[config.mk]
export PLATFORM = sky130hd
export DESIGN_NAME = sram_bridge_32_flat
export DESIGN_NICKNAME = d
export VERILOG_FILES = /design/src/rtl/sram_bridge_32_if.sv /design/src/rtl/sram_bridge_32.sv /design/src/flat_wrapper.sv
export SDC_FILE = /design/constraint.sdc
export NUM_CORES = 1
export LEC_CHECK = 0
export CORE_UTILIZATION = 47
export DETAILED_ROUTE_END_ITERATION = 8
export PLACE_DENSITY_LB_ADDON = 0.25
export SETUP_SLACK_MARGIN = 0.5
export SLEW_MARGIN = 20
export SYNTH_ARGS = -nofsm -noshare
export SYNTH_HDL_FRONTEND = slang
export SYNTH_SLANG_ARGS = --single-unit
export TNS_END_PERCENT = 50
[constraint.sdc]
create_clock -name clk -period 1.8 [get_ports clk]
set_input_delay 0.36 -clock clk [delete_from_list [all_inputs] [get_ports clk]]
set_output_delay 0.36 -clock clk [all_outputs]
set_load 0.03 [all_outputs]
[src/rtl/sram_bridge_32_if.sv]
// CPU-side request/response bundle for the 32-bit to 16-bit SRAM bridge.
// Latency: none (wiring only).
// Backpressure: the CPU holds cs until the one-cycle ready pulse; there is no other stall signal.
interface sram_bridge_32_if;
  logic        cs;       // request for external SRAM
  logic        rnw;      // 1 = read, 0 = write
  logic [19:0] address;  // CPU word address
  logic [31:0] din;      // CPU write data
  logic [31:0] dout;     // read data back to the CPU mux
  logic        ready;    // one-cycle completion pulse

  // CPU side drives the request and receives the response.
  modport master (
    output cs, rnw, address, din,
    input  dout, ready
  );

  // Bridge side accepts the request and returns the response.
  modport slave (
    input  cs, rnw, address, din,
    output dout, ready
  );
endinterface

[src/rtl/sram_bridge_32.sv]
// Splits 32-bit CPU accesses into two 16-bit async SRAM cycles, low half first, then high half.
// Latency: ready pulses 2*WAIT_STATES+5 cycles after cs is accepted (1 cycle for writes with SRAM_WRITE_POST_EN).
// Backpressure: requests are accepted only in IDLE; cs is ignored while a transfer is in flight.
// Optional build macro SRAM_WRITE_POST_EN posts writes: ready right after acceptance, SRAM cycles run behind it.
module sram_bridge_32 #(
  parameter int ADDR_WIDTH  = 18,
  parameter int WAIT_STATES = 1
) (
  input  logic                  clk,
  input  logic                  reset,
  sram_bridge_32_if.slave       cpu,
  output logic [ADDR_WIDTH-1:0] ram_adr,
  output logic                  ram_cs_b,
  output logic                  ram_oe_b,
  output logic                  ram_we_b,
  output logic [15:0]           ram_wdata,
  output logic                  ram_wdata_en,
  input  logic [15:0]           ram_rdata
);

  // Half-word index width inside the SRAM and the strobe counter width.
  localparam int IW = ADDR_WIDTH - 1;
  localparam int CW = (WAIT_STATES < 1) ? 1 : $clog2(WAIT_STATES + 1);
  localparam logic [CW-1:0] LAST_CNT = CW'(WAIT_STATES);

  typedef enum logic [2:0] {
    IDLE,
    LO_SETUP,
    LO_STROBE,
    HI_SETUP,
    HI_STROBE,
    DONE
  } state_t;

  state_t state, state_nxt;

  logic [CW-1:0] cnt, cnt_nxt;

  // Request captured in IDLE; the low data half goes straight to the pads at acceptance,
  // so only the high half needs to be kept.
  logic          req_rnw;
  logic [IW-1:0] req_idx;
  logic [15:0]   req_din_hi;
  logic          req_latch;

  // Next values of the registered outputs.
  logic [ADDR_WIDTH-1:0] adr_nxt;
  logic                  cs_b_nxt;
  logic                  oe_b_nxt;
  logic                  we_b_nxt;
  logic [15:0]           wdata_nxt;
  logic                  wdata_en_nxt;
  logic [31:0]           dout_nxt;
  logic                  ready_nxt;

  logic last_strobe;

  // Address bits above the SRAM word index are deliberately dropped (index wraps).
  logic unused_addr_hi;
  assign unused_addr_hi = ^cpu.address[19:IW];

  assign last_strobe = (cnt == LAST_CNT);

  // Next-state and next-output decode; every pad output is registered from these values,
  // so each state's pad levels appear in the same cycle as the state itself.
  always_comb begin
    state_nxt    = state;
    cnt_nxt      = cnt;
    req_latch    = 1'b0;
    adr_nxt      = ram_adr;
    cs_b_nxt     = 1'b1;
    oe_b_nxt     = 1'b1;
    we_b_nxt     = 1'b1;
    wdata_nxt    = ram_wdata;
    wdata_en_nxt = 1'b0;
    dout_nxt     = cpu.dout;
    ready_nxt    = 1'b0;

    unique case (state)
      IDLE: begin
        if (cpu.cs) begin
          req_latch = 1'b1;
          state_nxt = LO_SETUP;
          adr_nxt   = {cpu.address[IW-1:0], 1'b0};
          cs_b_nxt  = 1'b0;
          if (cpu.rnw) begin
            oe_b_nxt = 1'b0;
          end else begin
            wdata_nxt    = cpu.din[15:0];
            wdata_en_nxt = 1'b1;
`ifdef SRAM_WRITE_POST_EN
            ready_nxt    = 1'b1;
`endif
          end
        end
      end

      LO_SETUP, HI_SETUP: begin
        // Enter the strobe: reads keep OE low, writes pull WE low with data still driven.
        state_nxt = (state == LO_SETUP) ? LO_STROBE : HI_STROBE;
        cnt_nxt   = '0;
        cs_b_nxt  = 1'b0;
        if (req_rnw) begin
          oe_b_nxt = 1'b0;
        end else begin
          we_b_nxt     = 1'b0;
          wdata_en_nxt = 1'b1;
        end
      end

      LO_STROBE: begin
        cs_b_nxt = 1'b0;
        if (last_strobe) begin
          // WE rises here while the data is still driven; next cycle sets up the high half.
          state_nxt = HI_SETUP;
          adr_nxt   = {req_idx, 1'b1};
          if (req_rnw) begin
            dout_nxt[15:0] = ram_rdata;
            oe_b_nxt       = 1'b0;
          end else begin
            wdata_nxt    = req_din_hi;
            wdata_en_nxt = 1'b1;
          end
        end else begin
          cnt_nxt = cnt + CW'(1);
          if (req_rnw) begin
            oe_b_nxt = 1'b0;
          end else begin
            we_b_nxt     = 1'b0;
            wdata_en_nxt = 1'b1;
          end
        end
      end

      HI_STROBE: begin
        if (last_strobe) begin
          // Release the SRAM and report completion in DONE.
          state_nxt = DONE;
          if (req_rnw) begin
            dout_nxt[31:16] = ram_rdata;
          end
`ifdef SRAM_WRITE_POST_EN
          ready_nxt = req_rnw;
`else
          ready_nxt = 1'b1;
`endif
        end else begin
          cnt_nxt  = cnt + CW'(1);
          cs_b_nxt = 1'b0;
          if (req_rnw) begin
            oe_b_nxt = 1'b0;
          end else begin
            we_b_nxt     = 1'b0;
            wdata_en_nxt = 1'b1;
          end
        end
      end

      DONE: begin
        state_nxt = IDLE;
      end

      default: begin
        state_nxt = IDLE;
      end
    endcase
  end

  // State, counter and request capture.
  always_ff @(posedge clk) begin
    if (reset) begin
      state      <= IDLE;
      cnt        <= '0;
      req_rnw    <= 1'b0;
      req_idx    <= '0;
      req_din_hi <= '0;
    end else begin
      state <= state_nxt;
      cnt   <= cnt_nxt;
      if (req_latch) begin
        req_rnw    <= cpu.rnw;
        req_idx    <= cpu.address[IW-1:0];
        req_din_hi <= cpu.din[31:16];
      end
    end
  end

  // Registered pad and CPU-facing outputs; reset abandons any partial access silently.
  always_ff @(posedge clk) begin
    if (reset) begin
      ram_adr      <= '0;
      ram_cs_b     <= 1'b1;
      ram_oe_b     <= 1'b1;
      ram_we_b     <= 1'b1;
      ram_wdata    <= '0;
      ram_wdata_en <= 1'b0;
      cpu.dout     <= '0;
      cpu.ready    <= 1'b0;
    end else begin
      ram_adr      <= adr_nxt;
      ram_cs_b     <= cs_b_nxt;
      ram_oe_b     <= oe_b_nxt;
      ram_we_b     <= we_b_nxt;
      ram_wdata    <= wdata_nxt;
      ram_wdata_en <= wdata_en_nxt;
      cpu.dout     <= dout_nxt;
      cpu.ready    <= ready_nxt;
    end
  end

endmodule

[src/flat_wrapper.sv]
// flat-port wrapper written by rule: the top's interface ports become plain ports
module sram_bridge_32_flat 
#(
  parameter int ADDR_WIDTH  = 18,
  parameter int WAIT_STATES = 1
)
  (clk, reset, ram_adr, ram_cs_b, ram_oe_b, ram_we_b, ram_wdata, ram_wdata_en, ram_rdata, cpu_cs, cpu_rnw, cpu_address, cpu_din, cpu_dout, cpu_ready);
  sram_bridge_32_if cpu_i ();
  input  logic clk;
  input  logic reset;
  output logic [ADDR_WIDTH-1:0] ram_adr;
  output logic ram_cs_b;
  output logic ram_oe_b;
  output logic ram_we_b;
  output logic [15:0] ram_wdata;
  output logic ram_wdata_en;
  input  logic [15:0] ram_rdata;
  input wire logic [$bits(cpu_i.cs)-1:0] cpu_cs;
  input wire logic [$bits(cpu_i.rnw)-1:0] cpu_rnw;
  input wire logic [$bits(cpu_i.address)-1:0] cpu_address;
  input wire logic [$bits(cpu_i.din)-1:0] cpu_din;
  output wire logic [$bits(cpu_i.dout)-1:0] cpu_dout;
  output wire logic [$bits(cpu_i.ready)-1:0] cpu_ready;
  assign cpu_i.cs = cpu_cs;
  assign cpu_i.rnw = cpu_rnw;
  assign cpu_i.address = cpu_address;
  assign cpu_i.din = cpu_din;
  assign cpu_dout = cpu_i.dout;
  assign cpu_ready = cpu_i.ready;
  sram_bridge_32 #(.ADDR_WIDTH(ADDR_WIDTH), .WAIT_STATES(WAIT_STATES)) u_core (.clk(clk), .reset(reset), .cpu(cpu_i), .ram_adr(ram_adr), .ram_cs_b(ram_cs_b), .ram_oe_b(ram_oe_b), .ram_we_b(ram_we_b), .ram_wdata(ram_wdata), .ram_wdata_en(ram_wdata_en), .ram_rdata(ram_rdata));
endmodule
==> results by group, run 1 <==
Critical path
  • Worst Reg-to-Reg Cells: 4
  • Arr. time, crit path: 1.77 ns
  • Maximum fanout count along the critical path: 8
  • Crit Path Category: reg2reg
  • RR Endpoint: u_core.ram_wdata[14]
  • Data required time of the worst path: 2.04 ns
  • Worst reg2reg startpoint: u_core.state[0]
  • Setup crit end kind: flip-flop
  • Reg2Reg Setup Slack: ~0.27 ns
  • CP Launch Type: flip-flop

Drt
  • Average detailed-routed wire length per instance: approximately 16 µm
  • Post-route DRC violation count: 0
  • Number of search-and-repair iterations in the first detailed-routing pass: 4
  • Via density: 5.46
  • Routed via count: roughly 4400
  • Final antenna-violating net count: 0
  • Violation count after the first detailed-routing iteration: between 200 and 250
  • Total wire length after detailed routing: 13100 µm

Synthesis
  • Netlist area before placement: about 4700 µm²
  • Number of nets produced by synthesis: approximately 590
  • Dominant cells by area after synthesis: sky130_fd_sc_hd__dfxtp_1, sky130_fd_sc_hd__a21oi_1, sky130_fd_sc_hd__nand2_1, sky130_fd_sc_hd__mux2i_1, sky130_fd_sc_hd__o21ai_0
  • Cell taking the most area after synthesis: sky130_fd_sc_hd__dfxtp_1
  • Sequential fraction of the synthesis area: a little under half
  • Gate count after technology mapping: 522
  • Unique masters post-synth: 38
  • Most instantiated flip-flop cell in the synthesis netlist: sky130_fd_sc_hd__dfxtp_1
  • Number of synthesized flops with an enable pin: 0
  • Flip-flop and latch count after synthesis: approximately 110
  • Number of warnings printed during yosys synthesis: 0
  • Synth top area share: a little under half
  • FFs w/ async S/R, synth: 0%
  • Avg Cell Area, Syn: 9.07 µm²
  • Cell types with the highest counts after synthesis: sky130_fd_sc_hd__dfxtp_1, sky130_fd_sc_hd__a21oi_1, sky130_fd_sc_hd__nand2_1
  • Most instantiated library cell after synthesis: sky130_fd_sc_hd__dfxtp_1

STA
  • Final critical-path setup slack: 0.267 ns
  • Number of endpoints with negative hold slack in the final report: 0
  • Slew headroom: between 50% and 60%
  • Setup violation total in the final timing report: 0
  • RSZ-0062 raised after global routing: yes
  • Post-Route Skew: between 0.01 and 0.015 ns
  • Share of the cycle needed by the critical path after routing: a little under nine tenths
  • Max-slew violation count: 0
  • Crit path time final: 1.53 ns
  • Accumulated negative setup slack: 0 ns
  • Slew of the pin with the lowest slew margin: between 0.6 and 0.7 ns
  • Fmax: between 600 and 700 MHz

Placed design
  • Gp weighted congestion: 0.797
  • Placed cell count: ~770
  • # port buffers: around 140
  • Total placed instance area: 6350 µm²
  • Minimum setup slack after placement: -0.221 ns
  • Placed wire-length estimate after detailed placement: about 8400 µm

Die
  • IO Pins: around 140
  • Width of the die: 102 µm
  • Core area: between 9000 and 10000 µm²
  • Number of rows in the core area: 36
  • Starting Density: between 40% and 50%
  • Die area: between 10000 and 15000 µm²
  • Die H: approximately 100 µm

Global route
  • Number of antenna violations at the first check in global routing: 1
  • GRT Overall Usage: 24.2%
  • Total congestion overflow after global routing: 0
  • First-pass GRT wire length: around 20000 µm
  • Maximum number of pins on one net before global-route repair: 47
  • Vias in the first global route: about 4300

Power
  • PwrDens: about 970 nW/µm²
  • Peak ir drop on the vdd network: 0.000628 V
  • Cell leakage power: approximately 2.5 nW

Final layout
  • Area delta synth->final: 41.3%
  • Post-Layout Cell Count: between 800 and 900
  • Layout cells sized above 1: a little over a third
  • Area of all placed cells without fillers: about 6700 µm²
  • Layout fillers: ~790
  • Final Core Density: 68.5%
  • Nets@finish: approximately 740

Outcome
  • Status: complete, no violations

Clock tree
  • CTS HTree Levels: 3
  • Number of buffers added to fix hold violations after cts: 0
  • Number of buffers on the longest clock path: 2
  • Number of buffers created by CTS: 9
  • Clock transition at path regs: about 0.11 ns
  • Clock latency on the worst-skew pair: 0.37 ns
  • Clock tree root driver cell: sky130_fd_sc_hd__clkbuf_8
  • Clk sink count: ~110
  • Clock tree from TritonCTS: yes

Run
  • Total of max-cap violations: 0

Hold path
  • End of the worst hold path: u_core.req_din_hi[11]
  • Hold Path Depth: 2
  • Startpoint of the lowest-slack hold path: u_core.req_din_hi[11]
  • Path category of the worst min-delay check: reg2reg
[stage by stage]
step	power [W]	hold WS (ns)
global placement	0.00475	0.443
CTS	0.00619	0.467
floorplan	0.00410	0.436
global route	0.00675	0.486
detailed placement	0.00479	0.450
finish	0.00646	0.465
[logic make-up (layout without fill, tap and decap cells)]
family	after synthesis	in the layout	synth area share [%]
flip-flops	109	109	46.1
buffers and inverters	71	217	8.29
AO/OA/AOI/OAI	163	163	22.7
multiplexers	19	19	4.12
XOR/XNOR	1	1	0.185
other	0	1	0
AND/OR/NAND/NOR	159	163	18.6
[placed cells by master (no fill, tap or decap), drive strengths merged]
cell	instances
buf	115
dfxtp	109
a21oi	87
nand2	69
clkdlybuf4s50	66
o21ai	36
nor3	34
nand3	33
inv	21
a211oi	19
mux2i	18
a2111oi	17
clkbuf	10
nor2	5
nor2b	4
nand2b	4
and2	3
nor4b	2
or4b	2
o21bai	2
clkinvlp	2
nand4bb	2
and3b	2
clkinv	2
diode	1
mux2	1
o21ba	1
a21o	1
or3b	1
nand3b	1
nor4bb	1
xnor2	1
dlygate4sd2	1
[layer usage]
| layer | GRT usage [%] | vias to the layer above | part of all wire, % |
|---|---|---|---|
| li1 | - | 2140 | - |
| met1 | 29.3 | 2115 | 43 |
| met2 | 44.0 | 131 | 51 |
| met3 | 4.31 | 16 | 5.3 |
| met4 | 6.70 | 0 | 1.1 |
| met5 | 0 | - | 0 |
[sequential cells by signal (all words and copies together), names as in the netlist]
signal               count
u_core.cnt               1
u_core.cpu.dout         32
u_core.cpu.ready         1
u_core.ram_adr          18
u_core.ram_cs_b          1
u_core.ram_oe_b          1
u_core.ram_wdata        16
u_core.ram_wdata_en      1
u_core.ram_we_b          1
u_core.req_din_hi       16
u_core.req_idx          17
u_core.req_rnw           1
u_core.state             3
[report_power, final]
group	switching, W	internal, W
combinational	0.00123	0.000933
sequential	0.000169	0.00265
clock	0.000921	0.000552
total	0.00232	0.00414
[timing repair]
item	in CTS	in global routing
cloned	2	4
endpoints found under the setup margin	177	160
setup buffers	2	7
endpoints found under the hold margin	0	0
pin swaps	2	11
resized for setup	383	74
[how the worst max path moves through the flow]
| stage | from | endpoint | slack [ns] |
|---|---|---|---|
| CTS | u_core.state[1] | u_core.ram_wdata[6] | 0.26 |
| global route | u_core.state[0] | u_core.ram_wdata[4] | 0.22 |
| global placement | cpu_cs | u_core.ram_wdata[6] | -0.18 |
| floorplan | u_core.state[0] | u_core.req_idx[0] | 0.20 |
| finish | u_core.state[0] | u_core.ram_wdata[14] | 0.27 |
| detailed placement | cpu_cs | u_core.ram_wdata[12] | -0.22 |
[layout make-up]
| type | count | area, µm² | area share (%) |
|---|---|---|---|
| Timing Repair Buffer | 183 | 1590 | 23.7 |
| Antenna cell | 1 | 2.50 | 0.0374 |
| Clock buffer | 9 | 124 | 1.85 |
| Sequential cell | 109 | 2200 | 32.8 |
| Inverter | 18 | 71.3 | 1.07 |
| Tap cell | 133 | 166 | 2.49 |
| Clock inverter | 7 | 75.1 | 1.12 |
| Multi-Input combinational cell | 346 | 2470 | 36.9 |
[critical path: stages, from the launching register on]
cell	delay (ns)
sky130_fd_sc_hd__dfxtp_2	0.36
sky130_fd_sc_hd__or4b_4	0.65
sky130_fd_sc_hd__buf_12	0.19
sky130_fd_sc_hd__nor3_2	0.13
sky130_fd_sc_hd__a2111oi_2	0.06
Note: power is estimated with default switching activity, not from simulation.
==> run 2, diff against run 1 <==
Settings changed: CAP_MARGIN set to 20, HOLD_SLACK_MARGIN set to 0.12.
==> results of run 2 <==
Same layout as run 1: the final DEF is identical, and so are final timing and power.
